[config.mk]
export PLATFORM = sky130hd
export DESIGN_NAME = tx_medida_serial
export DESIGN_NICKNAME = d
export VERILOG_FILES = /design/src/rtl/tx_medida_serial.sv
export SDC_FILE = /design/constraint.sdc
export NUM_CORES = 1
export LEC_CHECK = 0
export BUFFER_PORTS_ARGS = -buffer_cell sky130_fd_sc_hd__buf_2
export CORE_UTILIZATION = 57
export DETAILED_ROUTE_END_ITERATION = 12
export GPL_TIMING_DRIVEN = 1
export PLACE_DENSITY = 0.77
export SYNTH_ARGS = -nofsm -noshare
export SYNTH_HDL_FRONTEND = slang
export SYNTH_SLANG_ARGS = --single-unit
[constraint.sdc]
create_clock -name clock -period 1.7 [get_ports clock]
set_input_delay 0.255 -clock clock [delete_from_list [all_inputs] [get_ports clock]]
set_output_delay 0.255 -clock clock [all_outputs]
set_load 0.01 [all_outputs]
[src/rtl/tx_medida_serial.sv]
// Serial transmitter for the BCD distance: three ASCII digits followed by '#'.
// Outputs are registered one cycle behind the FSM state; each bit holds for DIVISOR cycles.
// Requests arriving while a frame is in flight are dropped. Optional even parity (8E1) when TX_MEDIDA_PARIDADE_EN is defined.
module tx_medida_serial #(
  parameter int DIVISOR = 434
) (
  input  logic        clock,
  input  logic        reset,
  input  logic        enviar,
  input  logic [11:0] medida,
  output logic        saida_serial,
  output logic        ocupado,
  output logic        pronto,
  output logic [3:0]  db_estado
);

  localparam int CNT_W = (DIVISOR > 2) ? $clog2(DIVISOR) : 1;
  localparam logic [CNT_W-1:0] CNT_MAX = CNT_W'(DIVISOR - 1);

`ifdef TX_MEDIDA_PARIDADE_EN
  typedef enum logic [3:0] {
    REPOUSO  = 4'd0,
    CARREGA  = 4'd1,
    INICIO   = 4'd2,
    DADOS    = 4'd3,
    PARADA   = 4'd4,
    PROXIMO  = 4'd5,
    FIM      = 4'd6,
    PARIDADE = 4'd7
  } estado_t;
`else
  typedef enum logic [3:0] {
    REPOUSO  = 4'd0,
    CARREGA  = 4'd1,
    INICIO   = 4'd2,
    DADOS    = 4'd3,
    PARADA   = 4'd4,
    PROXIMO  = 4'd5,
    FIM      = 4'd6
  } estado_t;
`endif

  estado_t          estado_q, estado_d;
  logic [CNT_W-1:0] cnt_q, cnt_d;
  logic [2:0]       bit_q, bit_d;
  logic [1:0]       idx_q, idx_d;
  logic [11:0]      dig_q, dig_d;
  logic             linha_q, linha_d;
  logic             ocupado_q, ocupado_d;
  logic             pronto_q, pronto_d;

  logic [7:0]       caractere;
  logic             tick;
  logic [CNT_W-1:0] cnt_prox;

  // Character selected by the index: ASCII '0' plus the raw nibble, then '#'.
  always_comb begin
    caractere = 8'h23;
    case (idx_q)
      2'd0:    caractere = 8'h30 + {4'h0, dig_q[11:8]};
      2'd1:    caractere = 8'h30 + {4'h0, dig_q[7:4]};
      2'd2:    caractere = 8'h30 + {4'h0, dig_q[3:0]};
      default: caractere = 8'h23;
    endcase
  end

  // Bit-time counter runs 0..DIVISOR-1 and wraps on each bit boundary.
  assign tick     = (cnt_q == CNT_MAX);
  assign cnt_prox = tick ? '0 : cnt_q + CNT_W'(1);

  // Next-state, datapath and next-output logic.
  always_comb begin
    estado_d  = estado_q;
    cnt_d     = cnt_q;
    bit_d     = bit_q;
    idx_d     = idx_q;
    dig_d     = dig_q;
    linha_d   = 1'b1;
    ocupado_d = 1'b1;
    pronto_d  = 1'b0;
    case (estado_q)
      REPOUSO: begin
        ocupado_d = 1'b0;
        cnt_d     = '0;
        bit_d     = '0;
        if (enviar) begin
          // Digits captured on acceptance so later changes cannot leak in.
          dig_d    = medida;
          idx_d    = '0;
          estado_d = CARREGA;
        end
      end
      CARREGA: begin
        idx_d    = '0;
        cnt_d    = '0;
        bit_d    = '0;
        estado_d = INICIO;
      end
      INICIO: begin
        linha_d = 1'b0;
        cnt_d   = cnt_prox;
        if (tick) begin
          bit_d    = '0;
          estado_d = DADOS;
        end
      end
      DADOS: begin
        linha_d = caractere[bit_q];
        cnt_d   = cnt_prox;
        if (tick) begin
          if (bit_q == 3'd7) begin
`ifdef TX_MEDIDA_PARIDADE_EN
            estado_d = PARIDADE;
`else
            estado_d = PARADA;
`endif
          end else begin
            bit_d = bit_q + 3'd1;
          end
        end
      end
`ifdef TX_MEDIDA_PARIDADE_EN
      PARIDADE: begin
        linha_d = ^caractere;
        cnt_d   = cnt_prox;
        if (tick) estado_d = PARADA;
      end
`endif
      PARADA: begin
        cnt_d = cnt_prox;
        if (tick) estado_d = (idx_q == 2'd3) ? FIM : PROXIMO;
      end
      PROXIMO: begin
        idx_d    = idx_q + 2'd1;
        cnt_d    = '0;
        estado_d = INICIO;
      end
      FIM: begin
        ocupado_d = 1'b0;
        pronto_d  = 1'b1;
        estado_d  = REPOUSO;
      end
      default: begin
        ocupado_d = 1'b0;
        cnt_d     = '0;
        estado_d  = REPOUSO;
      end
    endcase
  end

  // State, datapath and output registers; the line idles high out of reset.
  always_ff @(posedge clock or posedge reset) begin
    if (reset) begin
      estado_q  <= REPOUSO;
      cnt_q     <= '0;
      bit_q     <= '0;
      idx_q     <= '0;
      dig_q     <= '0;
      linha_q   <= 1'b1;
      ocupado_q <= 1'b0;
      pronto_q  <= 1'b0;
    end else begin
      estado_q  <= estado_d;
      cnt_q     <= cnt_d;
      bit_q     <= bit_d;
      idx_q     <= idx_d;
      dig_q     <= dig_d;
      linha_q   <= linha_d;
      ocupado_q <= ocupado_d;
      pronto_q  <= pronto_d;
    end
  end

  assign saida_serial = linha_q;
  assign ocupado      = ocupado_q;
  assign pronto       = pronto_q;
  assign db_estado    = estado_q;

endmodule

==> summary.md <==
| Metric | Value |
|---|---|
| Status | `finished, violations left` |
| Violated checks | `design-rule violations` |
| Antenna viol nets, final | `0` |
| Placer's final routability congestion estimate | `0.825` |
| Tightest hold margin | `151 ps` |
| Site row count | `19` |
| Highest clock rate | `621 MHz` |
| Final worst path period share | `94.7%` |
| Maximum number of pins on one net before global-route repair | `33` |
| Static leakage | `0.912 nW` |
| Reg clk slew, reported paths | `100 ps` |
| Setup Skew | `12.4 ps` |
| Flip-flop and latch count after synthesis | `32` |
| Mean area per synthesized cell | `10.8 um2` |
| Post-DP HPWL | `2580 um` |
| Top-Level Pins | `22` |
| Wire length on met2 | `1860 um` |
| Worst hold path endpoint | `dig_q[4]` |
| Maximum buffer depth of the clock tree | `2` |
| Max VDD drop | `1.05 mV` |
| RSZ-0062 raised after global routing | `yes` |
| Reg-to-Reg End | `dig_q[9]` |
| Final Instance Area | `1990 um2` |
| R2R Setup Slk | `90 ps` |
| Share of the yosys chip area belonging to registers | `45.9%` |
| Cells on Worst Hold Path | `2` |
| Final critical path time including I/O delays and setup | `1610 ps` |
| CP max FO | `13` |
| Fin worst setup slack | `89.7 ps` |
| Buffer cell driving the clock tree root | `sky130_fd_sc_hd__clkbuf_4` |
| Final setup vio count | `0` |
| Sum of internal, switching and leakage power | `0.00247 W` |
| Type of the worst min-delay path | `in2reg` |
| Top layer used by detailed routing | `met4` |
| Residual DRC count | `7` |
| Total of warnings raised by yosys | `0` |
| Pwr dens | `1240 nW/um2` |
| Post-synthesis cell count | `162` |
| Area of the die | `3290 um2` |
| DP Area | `1880 um2` |
| Mapped Area | `1750 um2` |
| Number of I/O port buffers | `20` |
| Type of the setup path with the least slack | `reg2reg` |
| # Max-Cap Violations | `0` |
| Core area | `2830 um2` |
| Worst r2r src | `db_estado[1]` |
| Startpoint Class | `register` |
| Worst Path Required | `1920 ps` |
| Final core utilization | `70.3%` |
| Gr ovfl total | `0` |
| First-pass GRT wire length | `6060 um` |
| Starting Density | `61.7%` |
| Final count of pins violating max slew | `0` |
| Average via count per standard cell | `6.08` |
| First-pass DRT Iterations | `8` |
| Area delta synth->final | `13.9%` |
| Die Y | `57.3 um` |
| Met3 Routed Length | `167 um` |
| Horiz. Die Dim | `57.3 um` |
| Min-Delay Startpoint | `medida[4]` |
| Cell depth of the worst flop-to-flop path | `3` |
| Routed wire length | `3620 um` |
| TritonCTS clock tree | `yes` |
| Worst slack at placement | `52.4 ps` |
| Number of global-route vias before repair | `1334` |
| Overall via count from detail_route | `1344` |
| Kind of capture point of the worst setup path | `register` |
| Post-synthesis net count | `185` |
| Number of synthesized flops with an enable pin | `0` |
| Initial DRC count | `80` |
| Arrival time at the worst endpoint | `1830 ps` |
| Number of nets in the layout | `212` |
| Number of H-tree levels | `2` |
| Antenna violations before repair | `0` |
| Final number of hold-violating endpoints | `0` |
| Layout cell share with drive strength beyond 1 | `34.2%` |
| Clock latency of the later-clocked register in the worst-skew pair | `330 ps` |
| Routed metal-1 wirelength | `1520 um` |
| Top FF cell, synth | `sky130_fd_sc_hd__dfrtp_1` |
| CTS sink cnt | `32` |
| Final antenna diode count | `0` |
| Total clock buffers created by CTS | `5` |
| Average wire per cell in the routed design | `16.4 um` |
| Proportion of register bits with asynchronous set or reset after synthesis | `100%` |
| Post-synthesis cell type count | `44` |
| Total routing usage reported by global routing | `24.5%` |
[how the worst max path moves through the flow]
stage,start,endpoint,slack [ps]
floorplan,db_estado[0],dig_q[0],170
global placement,idx_q[1],saida_serial,90
detailed placement,idx_q[1],saida_serial,50
CTS,idx_q[1],saida_serial,30
global route,idx_q[1],saida_serial,-20
finish,db_estado[1],dig_q[9],90
[layer usage]
layer / vias to the layer above / GRT usage, %
li1: 635 / -
met1: 667 / 28.6
met2: 34 / 43.2
met3: 8 / 5.90
met4: 0 / 10.5
met5: - / 0
[area by class of cell]
class	instances	area [um2]
clock buffer	6	41.3
clock inverter	2	35.0
fill	206	841
inverter	6	22.5
multi-input combinational	115	878
sequential	32	802
tap	31	38.8
timing repair buffer	29	170
[what timing repair did]
item | in CTS | in global routing
endpoints found under the setup margin | 0 | 8
hold endpoints to repair | 18 | 0
setup buffers | 0 | 1
resized for setup | 0 | 5
hold buffers | 1 | 0
[synth_stat cells (2+ instances only)]
library cell / n / area, um2
sky130_fd_sc_hd__buf_4: 2 / 15.0
sky130_fd_sc_hd__inv_1: 6 / 22.5
sky130_fd_sc_hd__o21ai_0: 6 / 30.0
sky130_fd_sc_hd__a22oi_1: 2 / 15.0
sky130_fd_sc_hd__a21oi_1: 7 / 35.0
sky130_fd_sc_hd__nor2b_1: 4 / 25.0
sky130_fd_sc_hd__mux2_2: 12 / 135
sky130_fd_sc_hd__a222oi_1: 3 / 30.0
sky130_fd_sc_hd__and2_4: 2 / 17.5
sky130_fd_sc_hd__a31o_2: 4 / 35.0
sky130_fd_sc_hd__nand3_1: 5 / 25.0
sky130_fd_sc_hd__ha_1: 8 / 100
sky130_fd_sc_hd__o31ai_1: 2 / 15.0
sky130_fd_sc_hd__nand2_1: 11 / 41.3
sky130_fd_sc_hd__o211ai_1: 2 / 15.0
sky130_fd_sc_hd__buf_6: 2 / 22.5
sky130_fd_sc_hd__xnor2_1: 7 / 61.3
sky130_fd_sc_hd__buf_2: 2 / 10.0
sky130_fd_sc_hd__nand4_1: 3 / 18.8
sky130_fd_sc_hd__dfrtp_1: 31 / 776
sky130_fd_sc_hd__nor3_1: 2 / 10.0
sky130_fd_sc_hd__nor2_1: 11 / 41.3
sky130_fd_sc_hd__nor3_2: 4 / 40.0
sky130_fd_sc_hd__clkbuf_1: 3 / 11.3
sky130_fd_sc_hd__a22o_1: 2 / 17.5
[registers in the layout, summed over array words and instances, names as in the netlist]
name	count
dig_q	12
cnt_q	9
bit_q	3
db_estado	3
idx_q	2
ocupado	1
pronto	1
saida_serial	1
[layout by cell type, fill, tap and decap left out, types with 2 or more instances in the layout]
master and instances:
sky130_fd_sc_hd__ha_2 3, sky130_fd_sc_hd__a31o_2 4, sky130_fd_sc_hd__buf_2 20, sky130_fd_sc_hd__a222oi_1 3, sky130_fd_sc_hd__nand2_1 11, sky130_fd_sc_hd__nor2_1 11
sky130_fd_sc_hd__nor3_1 2, sky130_fd_sc_hd__o31ai_1 2, sky130_fd_sc_hd__a22o_1 2, sky130_fd_sc_hd__a21oi_1 7, sky130_fd_sc_hd__nand3_1 5, sky130_fd_sc_hd__o211ai_1 2
sky130_fd_sc_hd__xnor2_1 7, sky130_fd_sc_hd__o21ai_0 6, sky130_fd_sc_hd__nor2b_1 4, sky130_fd_sc_hd__inv_1 5, sky130_fd_sc_hd__nand4_1 3, sky130_fd_sc_hd__mux2_2 12
sky130_fd_sc_hd__dfrtp_1 31, sky130_fd_sc_hd__nor3_2 4, sky130_fd_sc_hd__and2_4 2, sky130_fd_sc_hd__ha_1 5, sky130_fd_sc_hd__buf_4 8, sky130_fd_sc_hd__clkbuf_4 5
sky130_fd_sc_hd__a22oi_1 2
[cell families after synthesis]
logic type	after synthesis	share of synthesized area (%)
other	1	0.215
AND/OR/NAND/NOR	49	15.8
multiplexers	13	8.32
XOR/XNOR	7	3.51
adder cells (fa/ha/maj)	8	5.73
AO/OA/AOI/OAI	37	15.8
buffers and inverters	15	4.66
flip-flops	32	45.9
[critical path, cell delays in order, from the launching register on]
cell and delay, ps:
sky130_fd_sc_hd__dfrtp_1 510, sky130_fd_sc_hd__nor3_1 310, sky130_fd_sc_hd__and2_4 320, sky130_fd_sc_hd__mux2_2 370
[power breakdown]
group	leakage [nW]	switching (W)	internal [W]	total, W
combinational	0.473	0.000306	0.000374	0.000680
sequential	0.397	0.000216	0.00101	0.00123
clock	0.0422	0.000253	0.000308	0.000561
[stage by stage]
| step | cells | TNS [ps] |
|---|---|---|
| finish | 221 | 0 |
| global route | 221 | -16.0 |
| CTS | 220 | 0 |
| detailed placement | 211 | 0 |
| global placement | 211 | 0 |
| floorplan | 162 | 0 |
No activity file was read; power rests on OpenSTA's default activity.
